==> src/rtl/bpm_pkg.sv <==
// Shared definitions for the BPM acquisition chain: capture FSM states,
// default word width and header word layout.
package bpm_pkg;

  localparam int DATA_W_DEFAULT = 16;
  localparam int HDR_EVT_LSB    = 0;

  typedef enum logic [2:0] {
    S_IDLE,
    S_ARMED,
    S_DELAY,
    S_HEADER,
    S_CAPTURE,
    S_DONE
  } state_t;

endpackage

==> src/rtl/bpm_event_capture_if.sv <==
// Control, trigger, ADC and capture-FIFO write signals of the event capture block.
// The slave modport is the capture block itself; master is whoever drives it.
interface bpm_event_capture_if
  import bpm_pkg::*;
#(
  parameter int DATA_W  = DATA_W_DEFAULT,
  parameter int NSAMP_W = 12
);

  logic               arm;
  logic               trig_in;
  logic [NSAMP_W-1:0] trig_delay;
  logic [NSAMP_W-1:0] nsamp;
  logic [DATA_W-1:0]  adc_data;
  logic               fifo_full;
  logic               fifo_wr_en;
  logic [DATA_W-1:0]  fifo_din;
  logic               busy;
  logic               done;
  logic               overflow;
  logic [15:0]        evt_cnt;
  logic [7:0]         miss_cnt;

  modport master (
    output arm, trig_in, trig_delay, nsamp, adc_data, fifo_full,
    input  fifo_wr_en, fifo_din, busy, done, overflow, evt_cnt, miss_cnt
  );

  modport slave (
    input  arm, trig_in, trig_delay, nsamp, adc_data, fifo_full,
    output fifo_wr_en, fifo_din, busy, done, overflow, evt_cnt, miss_cnt
  );

endinterface

==> src/rtl/trig_sync_edge.sv <==
// N-flop synchroniser for an asynchronous level input, followed by a
// registered rising-edge detector producing a single-cycle pulse.
module trig_sync_edge #(
  parameter int STAGES = 2
) (
  input  logic clk,
  input  logic rst,
  input  logic i_async,
  output logic o_rise
);

  logic [STAGES-1:0] r_sync;
  logic              r_prev;
  logic              r_rise;

  // Shift in from the LSB; the cast keeps the lowest STAGES bits so STAGES=1 also works.
  always_ff @(posedge clk) begin
    if (rst) begin
      r_sync <= '0;
      r_prev <= 1'b0;
      r_rise <= 1'b0;
    end else begin
      r_sync <= STAGES'({r_sync, i_async});
      r_prev <= r_sync[STAGES-1];
      r_rise <= r_sync[STAGES-1] & ~r_prev;
    end
  end

  assign o_rise = r_rise;

endmodule

==> src/rtl/bpm_event_capture.sv <==
// Trigger-driven event framer: writes a header word with the event counter
// followed by a runtime-selected number of ADC samples into the capture FIFO.
module bpm_event_capture
  import bpm_pkg::*;
#(
  parameter int DATA_W      = DATA_W_DEFAULT,
  parameter int NSAMP_W     = 12,
  parameter int SYNC_STAGES = 2
) (
  input logic                clk,
  input logic                rst,
  bpm_event_capture_if.slave bus
);

  state_t             r_state, w_next;
  logic [NSAMP_W-1:0] r_dcnt, w_dcnt;
  logic [NSAMP_W-1:0] r_scnt, w_scnt;
  logic [DATA_W-1:0]  r_adc;
  logic [DATA_W-1:0]  r_din;
  logic               r_wr, r_busy, r_done, r_ovf;
  logic [15:0]        r_evt;
  logic [7:0]         r_miss;
  logic               w_rise, w_miss, w_write;
  logic [DATA_W-1:0]  w_hdr;

  trig_sync_edge #(.STAGES(SYNC_STAGES)) u_trig (
    .clk     (clk),
    .rst     (rst),
    .i_async (bus.trig_in),
    .o_rise  (w_rise)
  );

  assign w_hdr = DATA_W'({16'd0, r_evt} << HDR_EVT_LSB);

  // Arm beats a coincident trigger in IDLE/DONE, so that trigger is neither captured nor missed.
  always_comb begin
    w_next = r_state;
    w_dcnt = r_dcnt;
    w_scnt = r_scnt;
    w_miss = 1'b0;
    case (r_state)
      S_IDLE: begin
        if (bus.arm) w_next = S_ARMED;
        else if (w_rise) w_miss = 1'b1;
      end
      S_ARMED: begin
        if (w_rise) begin
          w_dcnt = bus.trig_delay;
          w_scnt = (bus.nsamp == '0) ? NSAMP_W'(1) : bus.nsamp;
          w_next = (bus.trig_delay == '0) ? S_HEADER : S_DELAY;
        end
      end
      S_DELAY: begin
        if (r_dcnt == NSAMP_W'(1)) w_next = S_HEADER;
        else w_dcnt = r_dcnt - NSAMP_W'(1);
      end
      S_HEADER: w_next = S_CAPTURE;
      S_CAPTURE: begin
        if (r_scnt == NSAMP_W'(1)) w_next = S_DONE;
        else w_scnt = r_scnt - NSAMP_W'(1);
      end
      S_DONE: begin
        if (bus.arm) w_next = S_ARMED;
        else if (w_rise) w_miss = 1'b1;
      end
      default: w_next = S_IDLE;
    endcase
    w_write = (w_next == S_HEADER) || (w_next == S_CAPTURE);
  end

  // Outputs are registered from the next state, so a write slot is dropped
  // when fifo_full is seen on the edge that would launch it.
  always_ff @(posedge clk) begin
    if (rst) begin
      r_state <= S_IDLE;
      r_dcnt  <= '0;
      r_scnt  <= '0;
      r_adc   <= '0;
      r_din   <= '0;
      r_wr    <= 1'b0;
      r_busy  <= 1'b0;
      r_done  <= 1'b0;
      r_ovf   <= 1'b0;
      r_evt   <= '0;
      r_miss  <= '0;
    end else begin
      r_state <= w_next;
      r_dcnt  <= w_dcnt;
      r_scnt  <= w_scnt;
      r_adc   <= bus.adc_data;
      r_wr    <= w_write & ~bus.fifo_full;
      if (w_write) r_din <= (w_next == S_HEADER) ? w_hdr : r_adc;
      if (w_write && bus.fifo_full) r_ovf <= 1'b1;
      r_busy  <= (w_next inside {S_ARMED, S_DELAY, S_HEADER, S_CAPTURE});
      r_done  <= (w_next == S_DONE);
      if (w_next == S_DONE && r_state != S_DONE) r_evt <= r_evt + 16'd1;
      if (w_miss && r_miss != 8'hFF) r_miss <= r_miss + 8'd1;
    end
  end

  assign bus.fifo_wr_en = r_wr;
  assign bus.fifo_din   = r_din;
  assign bus.busy       = r_busy;
  assign bus.done       = r_done;
  assign bus.overflow   = r_ovf;
  assign bus.evt_cnt    = r_evt;
  assign bus.miss_cnt   = r_miss;

endmodule

==> src/flat_wrapper.sv <==
// flat-port wrapper written by rule: the top's interface ports become plain ports
module bpm_event_capture_flat import bpm_pkg::*;
#(
  parameter int DATA_W      = DATA_W_DEFAULT,
  parameter int NSAMP_W     = 12,
  parameter int SYNC_STAGES = 2
)
  (clk, rst, bus_arm, bus_trig_in, bus_trig_delay, bus_nsamp, bus_adc_data, bus_fifo_full, bus_fifo_wr_en, bus_fifo_din, bus_busy, bus_done, bus_overflow, bus_evt_cnt, bus_miss_cnt);
  bpm_event_capture_if #(.DATA_W(DATA_W), .NSAMP_W(NSAMP_W)) bus_i ();
  input logic clk;
  input logic rst;
  input wire logic [$bits(bus_i.arm)-1:0] bus_arm;
  input wire logic [$bits(bus_i.trig_in)-1:0] bus_trig_in;
  input wire logic [$bits(bus_i.trig_delay)-1:0] bus_trig_delay;
  input wire logic [$bits(bus_i.nsamp)-1:0] bus_nsamp;
  input wire logic [$bits(bus_i.adc_data)-1:0] bus_adc_data;
  input wire logic [$bits(bus_i.fifo_full)-1:0] bus_fifo_full;
  output wire logic [$bits(bus_i.fifo_wr_en)-1:0] bus_fifo_wr_en;
  output wire logic [$bits(bus_i.fifo_din)-1:0] bus_fifo_din;
  output wire logic [$bits(bus_i.busy)-1:0] bus_busy;
  output wire logic [$bits(bus_i.done)-1:0] bus_done;
  output wire logic [$bits(bus_i.overflow)-1:0] bus_overflow;
  output wire logic [$bits(bus_i.evt_cnt)-1:0] bus_evt_cnt;
  output wire logic [$bits(bus_i.miss_cnt)-1:0] bus_miss_cnt;
  assign bus_i.arm = bus_arm;
  assign bus_i.trig_in = bus_trig_in;
  assign bus_i.trig_delay = bus_trig_delay;
  assign bus_i.nsamp = bus_nsamp;
  assign bus_i.adc_data = bus_adc_data;
  assign bus_i.fifo_full = bus_fifo_full;
  assign bus_fifo_wr_en = bus_i.fifo_wr_en;
  assign bus_fifo_din = bus_i.fifo_din;
  assign bus_busy = bus_i.busy;
  assign bus_done = bus_i.done;
  assign bus_overflow = bus_i.overflow;
  assign bus_evt_cnt = bus_i.evt_cnt;
  assign bus_miss_cnt = bus_i.miss_cnt;
  bpm_event_capture #(.DATA_W(DATA_W), .NSAMP_W(NSAMP_W), .SYNC_STAGES(SYNC_STAGES)) u_core (.clk(clk), .rst(rst), .bus(bus_i));
endmodule
==> config.mk <==
export PLATFORM = sky130hd
export DESIGN_NAME = bpm_event_capture_flat
export DESIGN_NICKNAME = d
export VERILOG_FILES = /design/src/rtl/bpm_pkg.sv /design/src/rtl/bpm_event_capture_if.sv /design/src/rtl/trig_sync_edge.sv /design/src/rtl/bpm_event_capture.sv /design/src/flat_wrapper.sv
export SDC_FILE = /design/constraint.sdc
export NUM_CORES = 1
export LEC_CHECK = 0
export BUFFER_PORTS_ARGS = -buffer_cell sky130_fd_sc_hd__buf_2
export CORE_UTILIZATION = 50
export CTS_CLUSTER_DIAMETER = 40
export DETAILED_ROUTE_END_ITERATION = 16
export HOLD_SLACK_MARGIN = 0.03
export PLACE_DENSITY = 0.74
export RECOVER_POWER = 25
export SLEW_MARGIN = 20
export SYNTH_ARGS = -nofsm -noshare
export SYNTH_HDL_FRONTEND = slang
export SYNTH_SLANG_ARGS = --single-unit
==> constraint.sdc <==
create_clock -name clk -period 5.4 [get_ports clk]
set_clock_uncertainty 0.15 [all_clocks]
set_input_delay 1.08 -clock clk [delete_from_list [all_inputs] [get_ports clk]]
set_output_delay 1.08 -clock clk [all_outputs]
set_load 0.005 [all_outputs]
==> impl_metrics.xml, run 1 <==
<?xml version="1.0" encoding="UTF-8"?>
<metrics>
  <group name="outcome">
    <metric name="outcome" unit="">finished clean</metric>
  </group>
  <group name="final_layout">
    <metric name="layout-drive-gt1-share" unit="%">19.0</metric>
    <metric name="antenna_cells_inserted" unit="">0</metric>
    <metric name="final_cells" unit="">684</metric>
    <metric name="final-seq-area" unit="µm²">1820</metric>
    <metric name="filler_cell_count" unit="">753</metric>
    <metric name="layout.nets" unit="">625</metric>
    <metric name="mostFrequentLayoutCell" unit="">sky130_fd_sc_hd__dfxtp_1</metric>
    <metric name="layout_common_cells" unit="">sky130_fd_sc_hd__dfxtp_1 (91), sky130_fd_sc_hd__buf_2 (76), sky130_fd_sc_hd__nor2_1 (55), sky130_fd_sc_hd__o21ai_0 (31), sky130_fd_sc_hd__nand2_1 (31)</metric>
    <metric name="area_occupied_by_multi_input_gates" unit="µm²">2190</metric>
    <metric name="layout-area-overhead-vs-synth" unit="%">15.4</metric>
  </group>
  <group name="global_routing">
    <metric name="groute.usage.overall" unit="%">23.5</metric>
    <metric name="grt_max_degree" unit="">59</metric>
    <metric name="grt_util_met3" unit="%">4.27</metric>
    <metric name="met2_usage" unit="%">37.9</metric>
    <metric name="globalRouteOverflowTotal" unit="">0</metric>
    <metric name="grt_pass1_vias" unit="">3576</metric>
    <metric name="grt_antenna_before_repair" unit="">0</metric>
    <metric name="grt_pass1_wl" unit="µm">16700</metric>
    <metric name="gr-usage-met1" unit="%">31.5</metric>
    <metric name="top_usage_layer" unit="">met2</metric>
  </group>
  <group name="worst_setup_path">
    <metric name="critical_path.startpoint_type" unit="">input port</metric>
    <metric name="arrival" unit="ns">3.64</metric>
    <metric name="critical_path_class" unit="">input port to flop</metric>
    <metric name="data_required_time_of_the_critical_path" unit="ns">5.44</metric>
    <metric name="timing.critical_path.fanout_max" unit="">33</metric>
    <metric name="end_kind" unit="">flop</metric>
  </group>
  <group name="detailed_routing">
    <metric name="final_antenna_net_count" unit="">0</metric>
    <metric name="drt-initial-drc-count" unit="">222</metric>
    <metric name="drt_first_pass_iters" unit="">4</metric>
    <metric name="final_routed_drc_violation_total" unit="">0</metric>
    <metric name="wl_per_cell" unit="µm">14.4</metric>
    <metric name="vias_per_cell" unit="">5.77</metric>
    <metric name="totalWireLength" unit="µm">9880</metric>
    <metric name="routed-via-count" unit="">3945</metric>
  </group>
  <group name="pwr">
    <metric name="totalPowerFinal" unit="mW">1.30</metric>
    <metric name="vdd_ir_drop_max" unit="V">0.000160</metric>
    <metric name="total_leakage_power" unit="nW">1.81</metric>
    <metric name="total_power_per_unit_cell_area" unit="nW/µm²">265</metric>
  </group>
  <group name="sta">
    <metric name="worst_slew_pin_slew" unit="ns">1.30</metric>
    <metric name="grt_setup_unrepaired" unit="">false</metric>
    <metric name="setup_total_negative_slack" unit="ns">0</metric>
    <metric name="slew_violations" unit="">0</metric>
    <metric name="final_min_period_over_clock_period" unit="%">66.7</metric>
    <metric name="finalHoldViolations" unit="">0</metric>
    <metric name="maxClockFrequency" unit="GHz">0.278</metric>
    <metric name="max_slew_margin" unit="%">13.3</metric>
    <metric name="finalWorstPathRequiredPeriod" unit="ns">3.60</metric>
    <metric name="setup_viol" unit="">0</metric>
  </group>
  <group name="floorplanning">
    <metric name="die-area" unit="µm²">8900</metric>
    <metric name="die_h" unit="µm">94.4</metric>
    <metric name="chipWidth" unit="µm">94.4</metric>
    <metric name="floorplan.core_area" unit="µm²">8220</metric>
    <metric name="ioPinCount" unit="">89</metric>
    <metric name="floorplan.initialDensity" unit="%">51.9</metric>
    <metric name="standard_cell_row_count" unit="">33</metric>
  </group>
  <group name="synthesis">
    <metric name="yosys.area.top_type" unit="">sky130_fd_sc_hd__dfxtp_1</metric>
    <metric name="yosysUniqueCellTypes" unit="">53</metric>
    <metric name="netlist.area_leader.share" unit="%">42.7</metric>
    <metric name="synth_net_count" unit="">557</metric>
    <metric name="postSynthRegisterBits" unit="">91</metric>
    <metric name="synth_top_flop_cell" unit="">sky130_fd_sc_hd__dfxtp_1</metric>
    <metric name="synth_enable_flop_cells" unit="">0</metric>
    <metric name="synth_area_per_cell" unit="µm²">8.43</metric>
    <metric name="synth_seq_area_share" unit="%">42.7</metric>
    <metric name="async_flop_share" unit="%">0</metric>
    <metric name="number_of_instances_in_the_synthesized_netlist" unit="">506</metric>
    <metric name="ys_top_cells_by_area" unit="">sky130_fd_sc_hd__dfxtp_1 (43%), sky130_fd_sc_hd__nor2_1 (4.8%), sky130_fd_sc_hd__a211oi_1 (4.0%)</metric>
    <metric name="yosysWarningCount" unit="">0</metric>
    <metric name="synth.cell_area" unit="µm²">4270</metric>
  </group>
  <group name="clock_tree">
    <metric name="clkSlewWorstSetupHoldPaths" unit="ns">0.09</metric>
    <metric name="cts_hold_buf" unit="">0</metric>
    <metric name="numCtsBuffers" unit="">9</metric>
    <metric name="cts-htree-levels" unit="">3</metric>
    <metric name="clock_tree.buffer_depth" unit="">2</metric>
    <metric name="postCtsSetupRepairBufs" unit="">0</metric>
    <metric name="clock_insertion_delay_worst_skew" unit="ns">0.35</metric>
    <metric name="root_buffer" unit="">sky130_fd_sc_hd__clkbuf_8</metric>
    <metric name="cts_tree" unit="">done</metric>
    <metric name="numClockSinks" unit="">91</metric>
    <metric name="cts-resized-gates" unit="">0</metric>
  </group>
  <group name="placed_design">
    <metric name="hpwl_dp" unit="µm">6870</metric>
    <metric name="placed_cells_incl_taps" unit="">667</metric>
    <metric name="routabilityCongestion" unit="">0.836</metric>
    <metric name="numPortBuffers" unit="">88</metric>
  </group>
  <group name="job">
    <metric name="maxCapViolations" unit="">0</metric>
  </group>
  <group name="hold_path">
    <metric name="tightest_hold_check_type" unit="">flop to flop</metric>
  </group>
</metrics>
==> flip-flops by register name (all words and copies together) (netlist names) <==
signal,flops
u_core.bus.evt_cnt,16
u_core.bus.fifo_din,16
u_core.r_adc,16
u_core.r_dcnt,12
u_core.r_scnt,12
u_core.bus.miss_cnt,8
u_core.r_state,3
u_core.u_trig.r_sync,2
u_core.bus.busy,1
u_core.bus.done,1
u_core.bus.fifo_wr_en,1
u_core.bus.overflow,1
u_core.u_trig.o_rise,1
u_core.u_trig.r_prev,1
==> cell usage after synthesis, drive strengths merged, types with 2 or more instances <==
cell / instances
nand3b: 3
nor3b: 5
o211ai: 2
a22o: 2
buf: 10
a221oi: 4
or2: 3
ha: 6
a21o: 2
nand2: 31
clkbuf: 25
or4b: 2
o32ai: 17
a211oi: 23
and4: 2
nand3: 12
or3: 6
a22oi: 3
nor2b: 23
nor4b: 3
xor2: 5
nand2b: 6
inv: 27
a31oi: 6
mux2i: 2
or4: 4
and3: 3
a21oi: 25
or3b: 3
nor4: 17
o21ai: 31
xnor2: 14
nor2: 55
nor3: 16
nand4: 9
dfxtp: 91
==> metrics by stage <==
stage	cell area, µm²	setup WS (ns)	utilization [%]	hold WS [ns]
2_1_floorplan	4270	2.60	-	0.217
3_3_place_gp	4710	1.84	57.3	0.224
3_5_place_dp	4710	1.77	57.3	0.231
4_1_cts	4930	1.83	60.1	0.245
5_1_grt	4920	1.50	59.9	0.263
6_report	4920	1.80	59.9	0.242
==> power by group <==
group / total (mW) / switching [mW] / leakage, nW / internal (mW)
sequential: 0.696 / 0.00993 / 0.739 / 0.686
combinational: 0.0950 / 0.0547 / 0.961 / 0.0403
clock: 0.513 / 0.247 / 0.105 / 0.266
==> path summary, 6_finish.rpt <==
path	slack, ns	end	depth (start not counted)	start
worst max register to register	1.83	u_core.bus.fifo_din[5]	5	u_core.r_state[2]
worst min-delay path	0.24	u_core.u_trig.o_rise	1	u_core.u_trig.r_prev
worst max-delay path	1.80	u_core.bus.busy	4	rst
worst min register to register	0.24	u_core.u_trig.o_rise	1	u_core.u_trig.r_prev
==> area by class of cell <==
class | instances | area share [%]
clock inverters | 6 | 1.93
well taps | 105 | 2.67
repair buffers | 92 | 9.17
multi-input cells | 353 | 44.6
inverters | 27 | 2.06
clock buffers | 10 | 2.59
flip-flops and latches | 91 | 37.0
==> logic make-up after synthesis <==
family	synth area share, %
fa+ha+maj	1.76
simple gates	26.5
mux	0.469
buf+inv	6.10
flops	42.7
compound gates	18.5
xor+xnor	3.90
==> per-layer routing <==
layer,wire length [µm],vias to the layer above,share of wire (%)
li1,-,1945,-
met1,4530,1844,46
met2,4500,138,46
met3,666,18,6.7
met4,187,0,1.9
met5,0,-,0
==> critical path: stages <==
cell	delay, ns
sky130_fd_sc_hd__clkbuf_1	0.92
sky130_fd_sc_hd__clkbuf_1	1.02
sky130_fd_sc_hd__buf_4	0.50
sky130_fd_sc_hd__a31oi_1	0.09
(Power assumes the default switching activity.)
==> inputs of run 2 (changes only) <==
- clock period: 5.4 -> 3.35 ns (I/O delays scaled with it)
==> impl_metrics.xml, run 2 (same netlist as run 1, synthesis figures left out) <==
<?xml version="1.0" encoding="UTF-8"?>
<metrics>
  <group name="clock_tree">
    <metric name="clock_tree.buffer_depth" unit="">2</metric>
    <metric name="root_buffer" unit="">sky130_fd_sc_hd__clkbuf_8</metric>
    <metric name="numClockSinks" unit="">91</metric>
    <metric name="numCtsBuffers" unit="">9</metric>
    <metric name="cts-resized-gates" unit="">0</metric>
    <metric name="postCtsSetupRepairBufs" unit="">0</metric>
    <metric name="cts_hold_buf" unit="">0</metric>
    <metric name="clkSlewWorstSetupHoldPaths" unit="ns">0.09</metric>
    <metric name="cts_tree" unit="">done</metric>
    <metric name="cts-htree-levels" unit="">3</metric>
    <metric name="clock_insertion_delay_worst_skew" unit="ns">0.35</metric>
  </group>
  <group name="final_layout">
    <metric name="layout-drive-gt1-share" unit="%">20.4</metric>
    <metric name="final-seq-area" unit="µm²">1820</metric>
    <metric name="layout_common_cells" unit="">sky130_fd_sc_hd__dfxtp_1 (91), sky130_fd_sc_hd__buf_2 (81), sky130_fd_sc_hd__nor2_1 (55), sky130_fd_sc_hd__o21ai_0 (31), sky130_fd_sc_hd__nand2_1 (31)</metric>
    <metric name="mostFrequentLayoutCell" unit="">sky130_fd_sc_hd__dfxtp_1</metric>
    <metric name="post-route-util" unit="%">60.0</metric>
    <metric name="final_cells" unit="">687</metric>
    <metric name="layout.nets" unit="">628</metric>
    <metric name="antenna_cells_inserted" unit="">0</metric>
    <metric name="area_occupied_by_multi_input_gates" unit="µm²">2190</metric>
    <metric name="layout-area-overhead-vs-synth" unit="%">15.5</metric>
    <metric name="filler_cell_count" unit="">788</metric>
  </group>
  <group name="outcome">
    <metric name="failed_checks" unit="">max-capacitance violations, max-slew violations</metric>
    <metric name="outcome" unit="">finished with violations</metric>
  </group>
  <group name="sta">
    <metric name="worst_slew_pin_slew" unit="ns">1.76</metric>
    <metric name="finalWorstPathRequiredPeriod" unit="ns">3.00</metric>
    <metric name="max_slew_margin" unit="%">-17.6</metric>
    <metric name="finalHoldViolations" unit="">0</metric>
    <metric name="slew_violations" unit="">91</metric>
    <metric name="holdWs" unit="ns">0.240</metric>
    <metric name="grt_setup_unrepaired" unit="">false</metric>
    <metric name="final_min_period_over_clock_period" unit="%">89.5</metric>
    <metric name="maxClockFrequency" unit="GHz">0.333</metric>
    <metric name="setup_viol" unit="">0</metric>
    <metric name="setup_total_negative_slack" unit="ns">0</metric>
  </group>
  <group name="floorplanning">
    <metric name="ioPinCount" unit="">89</metric>
    <metric name="die_h" unit="µm">94.4</metric>
    <metric name="standard_cell_row_count" unit="">33</metric>
    <metric name="die-area" unit="µm²">8900</metric>
    <metric name="floorplan.initialDensity" unit="%">51.9</metric>
    <metric name="floorplan.core_area" unit="µm²">8220</metric>
    <metric name="chipWidth" unit="µm">94.4</metric>
  </group>
  <group name="worst_setup_path">
    <metric name="data_required_time_of_the_critical_path" unit="ns">3.34</metric>
    <metric name="worst_r2r_src" unit="">u_core.r_state[2]</metric>
    <metric name="arrival" unit="ns">2.99</metric>
    <metric name="worstSetupStartpoint" unit="">u_core.r_state[2]</metric>
    <metric name="critical_path_class" unit="">flop to flop</metric>
    <metric name="rr_worst_depth" unit="">6</metric>
    <metric name="end_kind" unit="">flop</metric>
    <metric name="critical_path.startpoint_type" unit="">flop</metric>
    <metric name="reg2reg_slack" unit="ns">0.35</metric>
    <metric name="timing.critical_path.fanout_max" unit="">18</metric>
  </group>
  <group name="hold_path">
    <metric name="hold_start" unit="">u_core.u_trig.r_prev</metric>
    <metric name="hold_path_depth" unit="">1</metric>
    <metric name="tightest_hold_check_type" unit="">flop to flop</metric>
  </group>
  <group name="pwr">
    <metric name="vdd_ir_drop_max" unit="V">0.000217</metric>
    <metric name="switching_share" unit="%">24.8</metric>
    <metric name="combinational_group_share_of_total_power" unit="%">7.6</metric>
    <metric name="total_power_per_unit_cell_area" unit="nW/µm²">411</metric>
    <metric name="clock_power_share" unit="%">37.0</metric>
    <metric name="sequentialPowerShare" unit="%">55.3</metric>
    <metric name="internal-power" unit="mW">1.52</metric>
    <metric name="p_sw" unit="µW">503</metric>
    <metric name="totalPowerFinal" unit="mW">2.03</metric>
    <metric name="total_leakage_power" unit="nW">1.84</metric>
  </group>
  <group name="global_routing">
    <metric name="globalRouteOverflowTotal" unit="">0</metric>
    <metric name="groute.usage.overall" unit="%">23.8</metric>
    <metric name="grt_pass1_wl" unit="µm">16700</metric>
    <metric name="grt_pass1_vias" unit="">3444</metric>
    <metric name="grt_antenna_before_repair" unit="">0</metric>
    <metric name="grt_max_degree" unit="">91</metric>
  </group>
  <group name="detailed_routing">
    <metric name="routed-via-count" unit="">3948</metric>
    <metric name="final_routed_drc_violation_total" unit="">0</metric>
    <metric name="final_antenna_net_count" unit="">0</metric>
    <metric name="wl_per_cell" unit="µm">14.8</metric>
    <metric name="vias_per_cell" unit="">5.75</metric>
    <metric name="totalWireLength" unit="µm">10200</metric>
    <metric name="drt_first_pass_iters" unit="">4</metric>
    <metric name="drt-initial-drc-count" unit="">224</metric>
  </group>
  <group name="placed_design">
    <metric name="placed_cells_incl_taps" unit="">671</metric>
    <metric name="hpwl_dp" unit="µm">6960</metric>
    <metric name="routabilityCongestion" unit="">0.871</metric>
    <metric name="numPortBuffers" unit="">88</metric>
  </group>
  <group name="job">
    <metric name="maxCapViolations" unit="">1</metric>
  </group>
</metrics>
run 2: changes by cell type in the layout (fill, tap and decap cells not counted), sizes merged:
cell	delta
clkinvlp	-1
clkinv	+3
bufinv	-1
clkbuf	-6
buf	+8
run 2: power groups by stage:
stage / registers, mW / clock network [mW] / logic, mW
2_1_floorplan: 1.14 / 0 / 0.0989
3_3_place_gp: 1.14 / 0 / 0.153
3_5_place_dp: 1.15 / 0 / 0.157
4_1_cts: 1.12 / 0.779 / 0.157
5_1_grt: 1.12 / 0.820 / 0.174
6_report: 1.12 / 0.750 / 0.155
run 2: area by class of cell:
type	count	share of cell area [%]
Clock buffer	9	2.51
Timing Repair Buffer	95	9.78
Sequential cell	91	37.0
Clock inverter	7	1.55
Multi-Input combinational cell	353	44.5
Tap cell	105	2.67
Inverter	27	2.06
run 2: path summary, 6_finish.rpt:
| check | endpoint |
|---|---|
| setup reg to reg | u_core.bus.fifo_din[0] |
| setup / recovery | u_core.bus.fifo_din[0] |
| hold reg to reg | u_core.u_trig.o_rise |
| hold / removal | u_core.u_trig.o_rise |
run 2: stage by stage:
step / instance area, µm² / worst slack (ns)
after floorplan: 4270 / 0.918
after global placement: 4750 / 0.494
after detailed placement: 4750 / 0.421
after CTS: 4950 / 0.389
after global routing: 4930 / 0.116
final: 4930 / 0.351
run 2: worst max-delay path, cell delays in order (launching register included):
cell                       delay (ns)
sky130_fd_sc_hd__dfxtp_1         0.52
sky130_fd_sc_hd__or3b_1          0.67
sky130_fd_sc_hd__nor4_4          0.35
sky130_fd_sc_hd__buf_4           0.20
sky130_fd_sc_hd__or3_1           0.14
sky130_fd_sc_hd__o21a_1          0.60
sky130_fd_sc_hd__a211oi_1        0.17
run 2: routing by layer:
| metal | global-route usage (%) | share of wire [%] | routed length, µm | up-vias |
|---|---|---|---|---|
| li1 | - | - | - | 1952 |
| met2 | 37.1 | 46 | 4730 | 130 |
| met5 | 0 | 0 | 0 | - |
| met3 | 3.70 | 6.0 | 609 | 15 |
| met1 | 32.5 | 46 | 4690 | 1851 |
| met4 | 10.1 | 1.6 | 160 | 0 |
